$ cat config.mk
export PLATFORM = sky130hd
export DESIGN_NAME = apb_cmd_master
export DESIGN_NICKNAME = d
export VERILOG_FILES = /design/src/rtl/apb_pkg.sv /design/src/rtl/apb_wait_timer.sv /design/src/rtl/apb_cmd_master.sv
export SDC_FILE = /design/constraint.sdc
export NUM_CORES = 1
export LEC_CHECK = 0
export BUFFER_PORTS_ARGS = -buffer_cell sky130_fd_sc_hd__buf_2
export CORE_ASPECT_RATIO = 1.25
export CORE_MARGIN = 3
export CORE_UTILIZATION = 50
export CTS_CLUSTER_SIZE = 30
export DETAILED_ROUTE_END_ITERATION = 10
export PLACE_DENSITY = 0.82
export REMOVE_ABC_BUFFERS = 1
export SYNTH_ARGS = -nofsm -noshare
export SYNTH_HDL_FRONTEND = slang
export SYNTH_SLANG_ARGS = --single-unit
$ cat constraint.sdc
create_clock -name PCLK -period 5.65 [get_ports PCLK]
set_clock_uncertainty 0.15 [all_clocks]
set_input_delay 0.2825 -clock PCLK [delete_from_list [all_inputs] [get_ports PCLK]]
set_output_delay 0.2825 -clock PCLK [all_outputs]
set_load 0.02 [all_outputs]
$ cat src/rtl/apb_pkg.sv
// Shared definitions for the APB command master and its users.
// Contents: FSM state type, default bus widths, UART register word offsets
// (word addresses, i.e. the value driven on PADDR[11:2]).
package apb_pkg;

  typedef enum logic [1:0] {
    IDLE   = 2'd0,
    SETUP  = 2'd1,
    ACCESS = 2'd2,
    RESP   = 2'd3
  } apb_state_e;

  localparam int unsigned APB_ADDR_W = 10;
  localparam int unsigned APB_DATA_W = 16;

  localparam logic [APB_ADDR_W-1:0] UART_DR    = 10'h000;
  localparam logic [APB_ADDR_W-1:0] UART_RSR   = 10'h001;
  localparam logic [APB_ADDR_W-1:0] UART_FR    = 10'h006;
  localparam logic [APB_ADDR_W-1:0] UART_IBRD  = 10'h009;
  localparam logic [APB_ADDR_W-1:0] UART_FBRD  = 10'h00A;
  localparam logic [APB_ADDR_W-1:0] UART_LCR_H = 10'h00B;
  localparam logic [APB_ADDR_W-1:0] UART_CR    = 10'h00C;
  localparam logic [APB_ADDR_W-1:0] UART_IFLS  = 10'h00D;
  localparam logic [APB_ADDR_W-1:0] UART_IMSC  = 10'h00E;
  localparam logic [APB_ADDR_W-1:0] UART_RIS   = 10'h00F;
  localparam logic [APB_ADDR_W-1:0] UART_MIS   = 10'h010;
  localparam logic [APB_ADDR_W-1:0] UART_ICR   = 10'h011;
  localparam logic [APB_ADDR_W-1:0] UART_DMACR = 10'h012;

endpackage

$ cat src/rtl/apb_wait_timer.sv
// Wait-state counter for the APB ACCESS phase.
// Ports: PCLK/PRESETn clock and async active-low reset; clear zeroes the
// count; enable advances it by one (saturating); expire is high while the
// count sits on the last allowed wait cycle (never when TIMEOUT is 0).
module apb_wait_timer #(
  parameter int unsigned TIMEOUT = 16
) (
  input  logic PCLK,
  input  logic PRESETn,
  input  logic clear,
  input  logic enable,
  output logic expire
);

  // TIMEOUT=0 would give a zero-width counter; keep one harmless bit.
  localparam int unsigned CNT_W = (TIMEOUT == 0) ? 1 : $clog2(TIMEOUT + 1);
  localparam logic [CNT_W-1:0] LAST = CNT_W'((TIMEOUT == 0) ? 0 : TIMEOUT - 1);

  logic [CNT_W-1:0] cnt;

  always_ff @(posedge PCLK or negedge PRESETn) begin
    if (!PRESETn) begin
      cnt <= '0;
    end else if (clear) begin
      cnt <= '0;
    end else if (enable && (cnt != '1)) begin
      cnt <= cnt + 1'b1;
    end
  end

  assign expire = (TIMEOUT != 0) && (cnt == LAST);

endmodule

$ cat src/rtl/apb_cmd_master.sv
// APB3 initiator: converts a valid/ready command stream into single APB
// transfers and returns read data / error on a valid/ready response channel.
// Ports:
//   PCLK, PRESETn           clock, async active-low reset
//   cmd_valid/ready, cmd_write, cmd_addr, cmd_wdata   command channel
//   rsp_valid/ready, rsp_rdata, rsp_err               response channel
//   PSEL, PENABLE, PWRITE, PADDR, PWDATA              APB request (all flops)
//   PRDATA, PREADY, PSLVERR                           APB completion
// A completer holding PREADY low for TIMEOUT ACCESS cycles is abandoned and
// reported with rsp_err=1; TIMEOUT=0 waits forever.
module apb_cmd_master
  import apb_pkg::*;
#(
  parameter int unsigned ADDR_W  = APB_ADDR_W,
  parameter int unsigned DATA_W  = APB_DATA_W,
  parameter int unsigned TIMEOUT = 16
) (
  input  logic              PCLK,
  input  logic              PRESETn,
  input  logic              cmd_valid,
  output logic              cmd_ready,
  input  logic              cmd_write,
  input  logic [ADDR_W-1:0] cmd_addr,
  input  logic [DATA_W-1:0] cmd_wdata,
  output logic              rsp_valid,
  input  logic              rsp_ready,
  output logic [DATA_W-1:0] rsp_rdata,
  output logic              rsp_err,
  output logic              PSEL,
  output logic              PENABLE,
  output logic              PWRITE,
  output logic [ADDR_W-1:0] PADDR,
  output logic [DATA_W-1:0] PWDATA,
  input  logic [DATA_W-1:0] PRDATA,
  input  logic              PREADY,
  input  logic              PSLVERR
);

  apb_state_e state, state_nx;
  logic       tmo_expire;

  // Held in clear outside ACCESS, so the count is zero on every ACCESS entry.
  apb_wait_timer #(
    .TIMEOUT(TIMEOUT)
  ) u_wait (
    .PCLK   (PCLK),
    .PRESETn(PRESETn),
    .clear  (state != ACCESS),
    .enable (state == ACCESS && !PREADY),
    .expire (tmo_expire)
  );

  always_comb begin
    state_nx = state;
    case (state)
      IDLE:    if (cmd_valid) state_nx = SETUP;
      SETUP:   state_nx = ACCESS;
      ACCESS:  if (PREADY || tmo_expire) state_nx = RESP;
      RESP:    if (rsp_ready) state_nx = IDLE;
      default: state_nx = IDLE;
    endcase
  end

  assign cmd_ready = (state == IDLE);

  // Bus strobes and rsp_valid are registered from the next state so every
  // APB output leaves a flop with no decode behind it.
  always_ff @(posedge PCLK or negedge PRESETn) begin
    if (!PRESETn) begin
      state     <= IDLE;
      PSEL      <= 1'b0;
      PENABLE   <= 1'b0;
      PWRITE    <= 1'b0;
      PADDR     <= '0;
      PWDATA    <= '0;
      rsp_valid <= 1'b0;
      rsp_rdata <= '0;
      rsp_err   <= 1'b0;
    end else begin
      state     <= state_nx;
      PSEL      <= (state_nx == SETUP) || (state_nx == ACCESS);
      PENABLE   <= (state_nx == ACCESS);
      rsp_valid <= (state_nx == RESP);

      if (state == IDLE && cmd_valid) begin
        PWRITE <= cmd_write;
        PADDR  <= cmd_addr;
        PWDATA <= cmd_wdata;
      end

      if (state == ACCESS) begin
        if (PREADY) begin
          rsp_rdata <= PWRITE ? '0 : PRDATA;
          rsp_err   <= PSLVERR;
        end else if (tmo_expire) begin
          rsp_rdata <= '0;
          rsp_err   <= 1'b1;
        end
      end
    end
  end

endmodule

* Word level (Yosys, flattened, before mapping)
Cells that the tools add are included.
W data, S select, Z words.
** Operators by class
- Muxes and demuxes :: 11
- $add $sub $neg :: 1
- Reductions and logical operators :: 10
- Equal/unequal tests :: 9
** Operator list (number)
- $mux W16 :: 3
- $mux W5 :: 2
- $eq A2 B2 Y1 const B :: 4
- $pmux W2 S4 :: 1
- $mux W2 :: 3
- $add A5 B1 Y5 const B :: 1
- $eq A5 B4 Y1 const B :: 1
- $ne A5 B5 Y1 const B :: 1
- $eq A2 B1 Y1 const B :: 2
- $reduce_bool A2 Y1 :: 2
- $logic_and A1 B1 Y1 :: 3
- $logic_not A2 Y1 :: 1
- $logic_or A1 B1 Y1 :: 2
- $mux W1 :: 2
- $ne A2 B2 Y1 const B :: 1
- $reduce_and A2 Y1 :: 1
- $logic_not A1 Y1 :: 1
** Word-level totals
- Input port bits :: 49
- Bits in registers :: 54
- Output and inout bits :: 48

* Longest topological paths before layout
- Word-level depth :: 6
- Depth in mapped cells :: 9

* Modules after synthesis
Synthesis repeated with hierarchy kept, for this count alone.
** Unflattened totals
- Cell total of the unflattened synthesis :: 178
- Area, all modules :: 2285.9 um^2
** Modules (own cells, without submodules)
- apb_cmd_master :: times used 1, cells an instance 154, area an instance 2013.2 um^2
- apb_wait_timer :: times used 1, cells an instance 24, area an instance 272.8 um^2

* Worst setup path before layout
OpenSTA, ideal clock, no wires.
- Path kind :: register -> register
- From :: reg u_wait.cnt[0]
- To :: reg PSEL
- Slack :: 3.708 ns
- Library setup time :: 0.063 ns
- Data required time :: 5.437 ns
- Data arrival time :: 1.729 ns
- Cell stages (with the launch flop) :: 10
- Clock period less this slack :: 1.942 ns
- Path through :: dfrtp_1 -> ha_1 -> and3_1 -> ha_1 -> nor2_1 -> nor2_2 -> clkbuf_2 -> nor3_1 -> ha_1 -> inv_1
** On the way
- Word-level cells in the longest chain between the ends :: 6
** RTL lines
- from (decl) :: RTL line apb_wait_timer.sv:19 : logic [CNT_W-1:0] cnt;
- from (signal assigned) :: RTL line apb_wait_timer.sv:27 : cnt <= cnt + 1'b1;
- $eq A5 B4 Y1 * :: RTL line apb_wait_timer.sv:31 : assign expire = (TIMEOUT != 0) && (cnt == LAST);
- $logic_or A1 B1 Y1 * :: RTL line apb_cmd_master.sv:58 : ACCESS: if (PREADY || tmo_expire) state_nx = RESP;
- $mux W2 * :: RTL line apb_cmd_master.sv:58
- $pmux W2 S4 * :: RTL line apb_cmd_master.sv:55 : case (state)
- $eq A2 B1 Y1 / $eq A2 B2 Y1 (equally long branches) :: RTL line apb_cmd_master.sv:81 : PSEL <= (state_nx == SETUP) || (state_nx == ACCESS);
- $logic_or A1 B1 Y1 * :: RTL line apb_cmd_master.sv:81
- to (signal assigned) :: RTL line apb_cmd_master.sv:81
- to (decl) :: RTL line apb_cmd_master.sv:29 : output logic PSEL,
Mark *: on every way between the ends. The rest lies on a longest branch, timed or not.
A chain may end at the register's enable or synchronous reset.

* Worst setup path in the final report
Same ends and word-level chain as after synthesis.

==> reports/results.txt <==
The chip width was 66.3 microns. The run gives 0.177 as the global-route total usage across every layer. For the worst setup path, the data required time is 5.70 ns. In the final routed layout, each cell accounts on average for 13.5 microns.

For this run, design rule violations remaining after detail routing come to 0. The cell count after synthesis came out at 176. Setup violations remaining at the end of the flow were counted as 0.

The synthesized-area fraction occupied by adder cells is 0.0275, and the clock sink count is 54. In this run the vertical extent of the chip is 81.4 microns. The logs give 1598 for the number of global-route vias before repair and 55 for the maximum number of pins on one net before global-route repair.

The run finished with clean final reports. Synthesized-area fraction occupied by and/or/nand/nor cells: 0.115. The endpoint kind of the worst setup timing path was a flip-flop. The total congestion overflow came out at 0.

The post-synthesis instance area was 2270 sq um. The floorplan has 26 rows. IR analysis of the VDD net gives a maximum drop of 0.284 mV.

At the pin with the least slew margin, the transition time is 1.15 ns. The synthesized area per cell is 12.9 sq um. Most numerous cell in the Yosys netlist: dfrtp_1. The startpoint identified for the worst register-to-register timing path is u_wait.cnt[0]. For the count of H-tree levels built during CTS, the log shows 2. The met2 track utilization from global routing came out at 0.282. In this run the power density over the cells is 549 nW/um^2.

The hold path startpoint is cmd_wdata[10]. The tools report the start point of the critical path as u_wait.cnt[0]. For this run, the number of Yosys warnings is 0. The tools report the total negative slack for setup checks as 0 ns. The fraction of met3 tracks used by global routing was 0.0595; the minimum clock period after layout was 2.15 ns. The layout-stage area growth over the synthesis result is 26.7%, and the number of antenna violations at the first check in global routing is 0. The highest fanout seen on the critical path was 19. The synthesized netlist contains 32 unique library cells.

Pin placement for this block handled 97 I/O pins. Met1 usage: 0.226. The async set-reset flop share out of synthesis is 1.00.

Clock tree synthesis selected as its root buffer the cell clkbuf_8. The classification of the worst setup path is reg -> reg. Clock transition time at the flip-flop clock pins of the worst setup and hold paths: 0.08 ns. Mux cell area share after synthesis: 0.149. The layout cell share with drive strength beyond 1 was 0.420. The clock insertion delay at the later pin of the skew report came out at 0.30 ns. Static timing analysis puts the maximum clock frequency at 0.466 GHz.

The run gives 0.235 as the worst slew margin relative to its limit. The area share of the leading cell type in the synthesized netlist came out at 0.595. For the signal arrival time at the worst endpoint, the log shows 2.20 ns. For the number of iterations in the first detailed-routing pass, the log shows 4. The minimum setup slack in the final design is 3.50 ns. Number of antenna-violating nets in the routed design: 0. The tools report the number of buffers between clock root and the deepest sink as 2. The type of origin of the critical path was a flip-flop.

The number of endpoints with negative hold slack in the final report was 0; the total number of vias was 1652. The number of inserted diodes was 0. The tools report the cell leakage power as 1.47 nW.

The class of the most critical hold timing path is in -> reg. The share of the synthesized netlist area taken by xor and xnor gates came out at 0.00771. The cell type with the largest total area after synthesis was dfrtp_1. In this run, synthesis inferred 0 flip-flops with an integrated enable. The die covers 5390 sq um.

Ranked by instance count, the synthesized netlist is headed by dfrtp_1, inv_1, mux2_1, nand4b_1, o21ai_0. Among all flip-flop cells after synthesis, the most frequent one is dfrtp_1. The clock buffer count from CTS is 5, and the port buffer count is 96.

The peak-usage layer in the global routing report is met2. First-pass GRT wire length: 7.27 mm. The complex-gate fraction of the synthesized area was 0.0485; the placer congestion estimate was 0.767. For the floorplan core area, the log shows 4230 sq um. Initial standard-cell utilization of the core: 0.537. For the starting DRC count in detailed routing, the log shows 75. The ratio of routed vias to standard cells works out to 5.01.

The placed wire-length estimate is 3.30 mm. Ranked by total cell area, the synthesized netlist is headed by dfrtp_1, mux2_1, nand4b_1, mux2_4, inv_1. TritonCTS built the clock tree. In the final design database the tool counted 327 nets. The post-route fraction of the period consumed by the critical path was 0.380. Number of storage elements in the synthesis netlist: 54. The final wirelength is 4.45 mm.

Setup repair after global routing left no endpoint under its margin. The part of the Yosys area used for sequential elements was 0.595; the final max-slew violation count was 0. Prior to clock tree synthesis, the placed netlist has a worst setup slack of 3.49 ns. Across the run, the number of max-cap violations was 0.

After synthesis, the largest family of logic cells by area is multiplexers. After clock tree synthesis, the repair step resized 0 gates.
[sequential cells by signal, indices dropped and copies added, names as in the netlist]
| register | cells |
|---|---|
| PADDR | 10 |
| PSEL | 1 |
| state | 2 |
| rsp_rdata | 16 |
| PWDATA | 16 |
| PENABLE | 1 |
| rsp_valid | 1 |
| PWRITE | 1 |
| u_wait.cnt | 5 |
| rsp_err | 1 |
[routing by layer]
layer	part of all wire	wire, microns
met5	0	0
met1	0.43	1910
met2	0.45	2010
met3	0.11	475
met4	0.015	65
[per-stage QoR]
step | utilization | cells | instance area (sq um) | power, mW | hold slack [ns]
final | 0.680 | 330 | 2880 | 1.58 | 0.0443
after global routing | 0.680 | 330 | 2880 | 1.70 | 0.0334
after CTS | 0.680 | 330 | 2880 | 1.60 | 0.0322
after detailed placement | 0.657 | 321 | 2780 | 1.39 | 0.290
after global placement | 0.657 | 321 | 2780 | 1.37 | 0.293
after floorplan | - | 167 | 2210 | 1.12 | -0.163
[layout make-up]
type | instances | area [sq um]
Inverter | 19 | 71.3
Clock buffer | 7 | 86.3
Multi-Input combinational cell | 94 | 788
Tap cell | 56 | 70.1
Fill cell | 334 | 1350
Timing Repair Buffer | 99 | 505
Clock inverter | 1 | 5.00
Sequential cell | 54 | 1350
[layout by cell type, fill, tap and decap left out]
cell type,instances
nand2_1,4
buf_2,96
clkinv_2,1
buf_4,2
nor2_2,1
and3_1,2
nand2b_1,1
nand4b_1,16
o32a_1,1
mux2_1,18
and2_1,1
dlygate4sd3_1,1
a21oi_1,1
o21ai_0,11
nand3_1,1
a211oi_1,1
xnor2_1,2
dfrtp_1,54
inv_1,19
nor3_1,1
clkbuf_1,1
or2_1,1
o21ai_1,5
o211ai_1,1
mux2_4,9
ha_1,5
nor2b_1,1
or3_1,1
or4_1,1
clkbuf_8,6
nor2_1,8
nor3b_1,1
[worst paths after layout]
path	slack, ns	depth (start not counted)	end
max reg2reg	3.50	8	PSEL
max in group asynchronous	4.45	3	PWDATA[8]
min in group asynchronous	0.47	3	rsp_rdata[13]
max	3.50	8	PSEL
min reg2reg	0.33	1	PADDR[5]
min	0.04	2	PWDATA[10]
[cell families (layout without fill, tap and decap cells)]
group | after synthesis | in the layout
DFF | 54 | 54
muxes | 27 | 27
xor gates and xnor gates | 2 | 2
adders and majority gates | 5 | 5
buffers and inverters | 28 | 126
and+or+nand+nor | 40 | 40
AOI/OAI and AO/OA | 20 | 20
[worst max-delay path, cell delays in order, from the launching register on]
cell and delay (ns):
dfrtp_1 0.40, ha_1 0.17, and3_1 0.19, ha_1 0.15
nor2_1 0.05, nor2_2 0.50, nor3_1 0.10, ha_1 0.30
inv_1 0.03
[where the power goes]
part	total (mW)	internal [mW]	switching, mW	leakage, nW
registers	0.660	0.561	0.0989	0.663
clock network	0.212	0.0990	0.113	0.0482
logic	0.708	0.286	0.421	0.763
total	1.58	0.947	0.632	1.47
[timing repair]
action | in CTS | in global routing
setup endpoints to repair | 0 | 0
hold buffers | 1 | 0
buffers inserted | 0 | 0
endpoints found under the hold margin | 54 | 0
No activity file was read; power rests on OpenSTA's default activity.
